<file path="src/rtl/alu_commit_queue.sv">
// alu_commit_queue
// Purpose: in-order result buffer between the multi-cycle maths ALU and the
//   register-file writeback port. ALU results come in through the req/clear
//   commit handshake and go out to writeback through a valid/ready handshake.
// Ports:
//   clk, rst                  clock, synchronous active-high reset
//   alu_res/rd/valid/error    ALU result bundle
//   alu_req -> alu_clear      commit handshake (clear is a 1-cycle pulse)
//   flush                     discard every queued entry
//   wb_valid/ready/data/rd/error  writeback handshake and head entry
//   count/full/empty          occupancy status
// Latency: push to wb_valid 1 cycle; capture to alu_clear 1 cycle.
// Backpressure: when full, alu_req is held off (no alu_clear) until a pop is
//   registered; a pop and a push in the same cycle leave count unchanged.
// Optional feature: define ALU_COMMIT_X0_DROP_EN to drop error-free results
//   whose destination is x0 (the ALU is still released).
module alu_commit_queue #(
  parameter int XLEN       = 32,
  parameter int REG_ADDR_W = 5,
  parameter int DEPTH      = 4
) (
  input  logic                     clk,
  input  logic                     rst,
  input  logic [XLEN-1:0]          alu_res,
  input  logic [REG_ADDR_W-1:0]    alu_rd,
  input  logic                     alu_valid,
  input  logic                     alu_error,
  input  logic                     alu_req,
  output logic                     alu_clear,
  input  logic                     flush,
  output logic                     wb_valid,
  input  logic                     wb_ready,
  output logic [XLEN-1:0]          wb_data,
  output logic [REG_ADDR_W-1:0]    wb_rd,
  output logic                     wb_error,
  output logic [$clog2(DEPTH):0]   count,
  output logic                     full,
  output logic                     empty
);

  localparam int AW = $clog2(DEPTH);
  localparam int CW = AW + 1;

  // Storage
  logic [XLEN-1:0]       data_q [DEPTH];
  logic [REG_ADDR_W-1:0] rd_q   [DEPTH];
  logic                  err_q  [DEPTH];

  logic [AW-1:0] wr_ptr_q, wr_ptr_d;
  logic [AW-1:0] rd_ptr_q, rd_ptr_d;
  logic [CW-1:0] count_q, count_d;
  logic          clear_q, clear_d;

  logic capture;   // handshake accepted this cycle (ALU will be released)
  logic enq;       // captured entry actually written into the buffer
  logic pop;
  logic drop;

`ifdef ALU_COMMIT_X0_DROP_EN
  // Error-free writes to x0 have no architectural effect; only the release
  // of the ALU matters. Errors to x0 are kept so they still get reported.
  assign drop = (alu_rd == '0) && !alu_error;
`else
  assign drop = 1'b0;
`endif

  // Status from registered count only, so a same-cycle pop never lets a
  // push in while full and no input reaches an output combinationally.
  assign full     = (count_q == CW'(DEPTH));
  assign empty    = (count_q == '0);
  assign count    = count_q;
  assign wb_valid = !empty;
  assign alu_clear = clear_q;

  assign wb_data  = data_q[rd_ptr_q];
  assign wb_rd    = rd_q[rd_ptr_q];
  assign wb_error = err_q[rd_ptr_q];

  always_comb begin
    // While clear_q is high the ALU still holds its previous req, so that
    // cycle must not be taken as a new result.
    capture  = alu_req && alu_valid && !full && !clear_q && !flush;
    enq      = capture && !drop;
    pop      = wb_valid && wb_ready && !flush;
    clear_d  = capture;
    wr_ptr_d = wr_ptr_q;
    rd_ptr_d = rd_ptr_q;
    count_d  = count_q;

    if (flush) begin
      wr_ptr_d = '0;
      rd_ptr_d = '0;
      count_d  = '0;
    end else begin
      if (enq) wr_ptr_d = wr_ptr_q + AW'(1);
      if (pop) rd_ptr_d = rd_ptr_q + AW'(1);
      case ({enq, pop})
        2'b10:   count_d = count_q + CW'(1);
        2'b01:   count_d = count_q - CW'(1);
        default: count_d = count_q;
      endcase
    end
  end

  always_ff @(posedge clk) begin
    if (rst) begin
      wr_ptr_q <= '0;
      rd_ptr_q <= '0;
      count_q  <= '0;
      clear_q  <= 1'b0;
    end else begin
      wr_ptr_q <= wr_ptr_d;
      rd_ptr_q <= rd_ptr_d;
      count_q  <= count_d;
      clear_q  <= clear_d;
    end
  end

  // Entries are reset so the head fields read 0 straight out of reset.
  always_ff @(posedge clk) begin
    if (rst) begin
      for (int i = 0; i < DEPTH; i++) begin
        data_q[i] <= '0;
        rd_q[i]   <= '0;
        err_q[i]  <= 1'b0;
      end
    end else if (enq) begin
      data_q[wr_ptr_q] <= alu_res;
      rd_q[wr_ptr_q]   <= alu_rd;
      err_q[wr_ptr_q]  <= alu_error;
    end
  end

endmodule

</file>
<file path="config.mk">
export PLATFORM = sky130hd
export DESIGN_NAME = alu_commit_queue
export DESIGN_NICKNAME = d
export VERILOG_FILES = /design/src/rtl/alu_commit_queue.sv
export SDC_FILE = /design/constraint.sdc
export NUM_CORES = 1
export LEC_CHECK = 0
export ABC_AREA = 0
export CAP_MARGIN = 10
export CORE_MARGIN = 10
export CORE_UTILIZATION = 55
export DETAILED_ROUTE_END_ITERATION = 8
export MAX_ROUTING_LAYER = met4
export PLACE_DENSITY = 0.79
export SYNTH_ARGS = -nofsm -noshare
export SYNTH_HDL_FRONTEND = slang
export SYNTH_SLANG_ARGS = --single-unit
</file>
<file path="constraint.sdc">
create_clock -name clk -period 3.45 [get_ports clk]
set_input_delay 0.5175 -clock clk [delete_from_list [all_inputs] [get_ports clk]]
set_output_delay 0.5175 -clock clk [all_outputs]
set_load 0.005 [all_outputs]
</file>
==> impl_results.md, run 1 <==
* Leakage dissipation at 2.934 nW
* Highest attainable clock frequency at 338.5 MHz
* Setup slack of the critical path after layout at 496.0 ps
* Total design power at 4.506 mW
* Count of cells resized by post-cts repair at 0
* CTS Root Cell: clkbuf_16
* Final-stage net count at 604
* H-tree levels at 4
* Global-route wire length before repair at 24,340 microns
* Clock slew at reported path FFs at 60 ps
* Number of instances in the synthesized netlist at 466
* Full die area at 17,560 sq um
* Worst path required time at 2930 ps
* Die Wd at 132.5 microns
* Routed wire length at 15,140 microns
* Unique masters post-synth at 30
* Result of the run: complete, no violations
* Average wire per standard cell at 20.38 microns
* Clock net sink count at 162
* Worst reg2reg path depth at 8
* Number of antenna diodes at 0
* Hold_buf cts at 0
* Worst slew slack as a fraction of its limit at 0.5625
* Setup CP Type: reg -> out
* Initial Util at 0.5562
* Detailed-route DRC error count at 0
* Number of maximum-capacitance violations at 0
* Worst slack, placed at 768.6 ps
* Worst path bufs/invs at 2
* Gr ovfl total at 0
* Maximum number of pins on one net before global-route repair at 40
* Row count at 41
* Vert. Die Dim at 132.5 microns
* Max-slew violations at 0
* Area of the placeable core at 12,520 sq um
* TritonCTS buffer count at 17
* DR vias/cell at 5.475
* Final Instance Area at 8686 sq um
* Setup_tns at 0 ps
* Filler cell count at 859
* Startpoint of the lowest-slack register-to-register path: count[2]
* Post-Synthesis Mean Instance Area at 14.94 sq um
* Hold Slack at 485.1 ps
* Buffers from clock root to sink, at most at 2
* ANT nets after route at 0
* Final Skew at 8.143 ps
* CP top delay family: buffers and inverters
* Series of cell instances along the critical path: buf_4 -> mux4_2 -> clkdlybuf4s50_1
* Detailed-routing iteration count for the pre-antenna-repair pass at 4
* Hold/Removal Path Class: reg -> reg
* Depth of the critical timing path with buffers and inverters included at 3
* Tcrit/Tclk final at 0.8562
* Routability-driven placement congestion ratio at 0.8014
* Number of buffers inserted by port buffering at 88
* Total global-route track usage at 0.1844
* Clock tree from TritonCTS: yes
* Final number of setup-violating endpoints at 0
* Post-placement cell area at 8036 sq um
* Sequential-to-total area share from yosys stat at 0.6844
* Worst Tran Pin Value at 656.3 ps
* HPWL reported at the end of detailed placement at 9095 microns
* Maximum net fanout on the critical path at 25
* Sort of element at the start of the critical path: flip-flop
* Final hold viol count at 0
* Minimum clock period at 2954 ps
* Hold path startpoint: rd_ptr_q[1]
* Number of warning messages in the yosys log at 0
* CP max-delay cell: dfxtp_4
* Syn-to-layout area delta at 24.77%
* Type of destination of the critical path: output pin
* Data arrival time of the critical path at 2440 ps
* Worst skew pair latency at 420 ps
* Flip-flop and latch count after synthesis at 162
* Antenna violations before repair at 0
* Via count of the first global-routing pass at 4,512
* Drt first-iter violations at 472
* RSZ-0062 raised after global routing: no
* Area of the mapped netlist at 6962 sq um
* Via Count at 4,068
* Power density over cell area at 518.8 nW/um^2
* Total nets after synthesis at 512
* Post-CTS Repair Setup Buffers at 0
* Worst stage delay on the critical path at 680 ps
* Maximum vdd ir drop at 0.3673 mV
* Hold path cells at 2
* Ratio of cells with drive above 1 in the final layout at 0.1909
* Number of I/O pins at 89
[cell usage in the layout, fill, tap and decap left out, drive strengths merged, types with 4 or more instances in the layout]
| master | instances |
|---|---|
| nor2 | 157 |
| edfxtp | 152 |
| clkdlybuf4s50 | 87 |
| nand2b | 42 |
| mux4 | 38 |
| clkbuf | 24 |
| buf | 16 |
| dfxtp | 10 |
| inv | 8 |
| a21oi | 7 |
| clkinvlp | 4 |
[report_power, final]
group	total (mW)	internal [mW]	leakage (nW)	switching [mW]
Clock	1.97	1.23	0.308	0.739
Combinational	0.292	0.148	0.981	0.143
Sequential	2.25	2.23	1.64	0.0220
Total	4.51	3.60	2.93	0.905
[metal layers]
metal  GRT usage  wire (microns)
met1      0.2258            6202
met2      0.2931            7827
met3     0.05299            1005
met4     0.05501             106
met5           -               0
[stage by stage]
step / utilization / std cells
5_1_grt: 0.6939 / 743
3_3_place_gp: 0.6420 / 711
6_report: 0.6939 / 743
3_5_place_dp: 0.6420 / 711
4_1_cts: 0.6939 / 743
2_1_floorplan: - / 466
[cell usage after synthesis (all sizes together)]
cell type | n | area, sq um
or3 | 3 | 18.77
fa | 1 | 20.02
nand2 | 1 | 3.750
a41o | 1 | 10.01
dfxtp | 10 | 200.2
and4bb | 1 | 12.51
ha | 1 | 12.51
o31ai | 2 | 15.01
or4 | 3 | 30.03
xor2 | 2 | 17.52
inv | 7 | 26.27
nand2b | 42 | 262.8
or3b | 1 | 11.26
buf | 16 | 105.1
clkbuf | 14 | 52.55
or2 | 1 | 6.260
nor2 | 157 | 664.4
nand3 | 1 | 5.000
a21oi | 7 | 35.03
nand4bb | 1 | 11.26
edfxtp | 152 | 4564
o21ai | 3 | 15.01
nand4 | 1 | 6.260
mux4 | 38 | 855.8
[flip-flops by register name (all words and copies together), names as in the netlist, named ones only]
| register | cells |
|---|---|
| rd_ptr_q | 2 |
| wr_ptr_q | 2 |
| alu_clear | 1 |
| count | 3 |
| data_q | 128 |
| rd_q | 20 |
| err_q | 4 |
[worst min-delay path, cell delays in order, from the launching register on]
cell     delay (ps)
dfxtp_1         310
o31ai_1          60
a21oi_1          70
[logic make-up after synthesis]
group                    after synthesis  synth area share
AND/OR/NAND/NOR                      212            0.1483
flip-flops                           162            0.6844
adder cells (fa/ha/maj)                2          0.004673
buffers and inverters                 37           0.02642
XOR/XNOR                               2          0.002517
AO/OA/AOI/OAI                         13           0.01078
multiplexers                          38            0.1229
[path summary, 6_finish.rpt]
kind	to	slack, ps
worst max-delay path	wb_rd[3]	500
worst min-delay path	flip-flop	490
worst max register to register	count[2]	1250
worst min register to register	flip-flop	490
[cell type report]
class	count	area [sq um]	area share
Inverter	7	26.28	0.003025
Sequential cell	162	4770	0.5491
Multi-Input combinational cell	267	2024	0.2331
Timing Repair Buffer	103	1001	0.1152
Clock buffer	24	566.8	0.06526
Tap cell	172	215.2	0.02478
Clock inverter	8	82.58	0.009507
(Power assumes the default switching activity.)
==> inputs of run 2 (changes only) <==
CELL_PAD_IN_SITES_DETAIL_PLACEMENT = 1   (was unset)
CELL_PAD_IN_SITES_GLOBAL_PLACEMENT = 1   (was unset)
CORE_UTILIZATION = 46   (was 55)
PLACE_DENSITY = unset   (was 0.79)
PLACE_DENSITY_LB_ADDON = 0.1   (was unset)
==> run 2 against run 1 <==
Against the previous run:
- critical path type unchanged
- non-clock buffer count decreased by 3
- clock power about the same
- register-to-register slack about the same
==> impl_results.md, run 2 (synthesis results as in run 1) <==
* Filler cell count at 1,377 (+60%)
* Endpoint of the lowest-slack register-to-register path: data_q[1][0]
* Total global-route track usage at 0.1863 (+0.001936)
* ANT nets after route at 0 (unchanged)
* Final Skew at 14.12 ps (+5.976 ps)
* Worst path required time at 2930 ps (about the same)
* Type of destination of the critical path: output pin
* Via Count at 4,132 (+1.6%)
* Antenna violations before repair at 0 (unchanged)
* Clock share of power at 0.436 (about the same)
* RSZ-0062 raised after global routing: no
* TritonCTS buffer count at 17 (unchanged)
* Area taken by flip-flops and latches at 4770 sq um (unchanged)
* Setup_tns at 0 ps (unchanged)
* CTS Root Cell: clkbuf_16
* Initial Util at 0.4736 (-0.08257)
* HPWL reported at the end of detailed placement at 10,440 microns (+15%)
* Top library cells by usage in the layout, fill and taps aside: 152 x edfxtp_1, 147 x nor2_1, 87 x clkdlybuf4s50_1
* Number of maximum-capacitance violations at 0 (unchanged)
* Ratio of cells with drive above 1 in the final layout at 0.1849 (-0.006034)
* Worst reg2reg path depth at 5 (-3)
* Row count at 44 (+7.3%)
* Clock net sink count at 162 (unchanged)
* Worst skew pair latency at 430 ps (about the same)
* Register ranked first by flip-flop count: data_q
* Result of the run: complete, no violations
* Hold_buf cts at 0 (unchanged)
* Average wire per standard cell at 23.09 microns (+13%)
* Buffers from clock root to sink, at most at 2 (unchanged)
* Hold/Removal Path Class: reg -> reg
* Die Wd at 143.0 microns (+7.9%)
* Area taken by multi-input logic gates at 2024 sq um (unchanged)
* Sequential power share at 0.497 (-0.002)
* Worst slew slack as a fraction of its limit at 0.5592 (-0.003294)
* Routed wire length at 17,360 microns (+15%)
* Startpoint of the lowest-slack register-to-register path: count[2]
* Power density over cell area at 521.5 nW/um^2 (+0.52%)
* Area of the placeable core at 14,700 sq um (+17%)
* Max-slew violations at 0 (unchanged)
* Global-route wire length before repair at 27,520 microns (+13%)
* Final-stage net count at 601 (-0.50%)
* Data arrival time of the critical path at 2340 ps (-100 ps)
* Flip-flop count of the largest register after layout at 128 (unchanged)
* Detailed-route DRC error count at 0 (unchanged)
* Drt first-iter violations at 315 (-33%)
* Clock tree from TritonCTS: yes
* Setup CP Type: reg -> out
* Internal portion of total power at 3.580 mW (-0.59%)
* Worst Tran Pin Value at 661.2 ps (+4.941 ps)
* Vert. Die Dim at 143.0 microns (+7.9%)
* Full die area at 20,450 sq um (+17%)
* Most frequent standard cell in the layout excluding fill and tap cells: edfxtp_1
* Detailed-routing iteration count for the pre-antenna-repair pass at 4 (unchanged)
* Minimum clock period at 2858 ps (-96.00 ps)
* Reg2Reg Setup Slack at 1240 ps (about the same)
* Number of I/O pins at 89 (unchanged)
* Net switching power at 0.9485 mW (+4.8%)
* Biggest registers after layout: data_q: 128 flops, rd_q: 20 flops, err_q: 4 flops
* Clock slew at reported path FFs at 60 ps (about the same)
* Final hold viol count at 0 (unchanged)
* Maximum net fanout on the critical path at 20 (-20%)
* Final Instance Area at 8683 sq um (about the same)
* Count of cells resized by post-cts repair at 0 (unchanged)
* Highest attainable clock frequency at 349.9 MHz (+3.4%)
* Number of antenna diodes at 0 (unchanged)
* Tcrit/Tclk final at 0.8284 (-0.02783)
* Number of buffers inserted by port buffering at 88 (unchanged)
* DR vias/cell at 5.495 (+0.36%)
* Maximum number of pins on one net before global-route repair at 40 (unchanged)
* Final number of setup-violating endpoints at 0 (unchanged)
* Capture point of the critical path: wb_data[24]
* H-tree levels at 4 (unchanged)
* Post-placement cell area at 8066 sq um (+0.37%)
* Routability-driven placement congestion ratio at 0.7599 (-5.2%)
* Maximum vdd ir drop at 0.3720 mV (+1.3%)
* Via count of the first global-routing pass at 4,762 (+5.5%)
* Gr ovfl total at 0 (unchanged)
* Share of total power consumed by net switching at 0.2094 (+0.008636)
* Post-CTS Repair Setup Buffers at 0 (unchanged)
* Syn-to-layout area delta at 24.73% (about the same)
* Power share of the combinational group at 0.067 (+0.002)
* Leakage dissipation at 2.914 nW (-0.65%)
* Sort of element at the start of the critical path: flip-flop
[run 2: cell count changes in the layout (fill, tap and decap cells not counted), sizes merged]
cell and change:
buf -3, bufinv +3, clkbuf -7, clkinv +5
inv -1
[run 2: cell type report]
cell class | instances | area share
Sequential cell | 162 | 0.5493
Clock inverter | 15 | 0.02205
Tap cell | 184 | 0.02651
Inverter | 7 | 0.003026
Clock buffer | 17 | 0.04899
Multi-Input combinational cell | 267 | 0.2331
Timing Repair Buffer | 100 | 0.1170
[run 2: metal layers]
layer | GRT usage | wire length, microns | up-vias
met4 | 0.06786 | 188 | 0
met2 | 0.2957 | 8769 | 132
li1 | - | - | 1864
met1 | 0.2360 | 7531 | 2123
met5 | - | 0 | -
met3 | 0.03350 | 871 | 13
[run 2: power groups by stage]
| stage | combinational [mW] | clock, mW | sequential, mW |
|---|---|---|---|
| 2_1_floorplan | 0.132 | 0 | 2.28 |
| 3_3_place_gp | 0.300 | 0 | 2.28 |
| 3_5_place_dp | 0.307 | 0 | 2.29 |
| 4_1_cts | 0.310 | 2.00 | 2.25 |
| 5_1_grt | 0.328 | 2.10 | 2.26 |
| 6_report | 0.302 | 1.98 | 2.25 |
[run 2: through the flow]
step             util  hold WS, ps  cells  total power, mW  worst slack, ps
2_1_floorplan       -        452.9    466            2.414            871.6
3_5_place_dp   0.5488        505.9    720            2.599            674.0
5_1_grt        0.5907        538.1    752            4.681            443.5
6_report       0.5907        512.7    752            4.529            592.0
3_3_place_gp   0.5488        461.2    720            2.583            737.0
4_1_cts        0.5907        515.2    752            4.562            507.1
[run 2: how the worst min path moves through the flow]
stage,start,endpoint,slack [ps],cells after the start
global placement,rd_ptr_q[1],flip-flop,460,2
global route,rd_ptr_q[1],flip-flop,540,2
floorplan,rd_ptr_q[1],flip-flop,450,2
finish,rd_ptr_q[1],flip-flop,510,2
CTS,rd_ptr_q[1],flip-flop,520,2
detailed placement,rd_ptr_q[1],flip-flop,510,2
[run 2: worst max-delay path: stages (launching register included)]
cell and delay (ps):
dfxtp_4 610, buf_12 260, mux4_2 550, clkdlybuf4s50_1 470
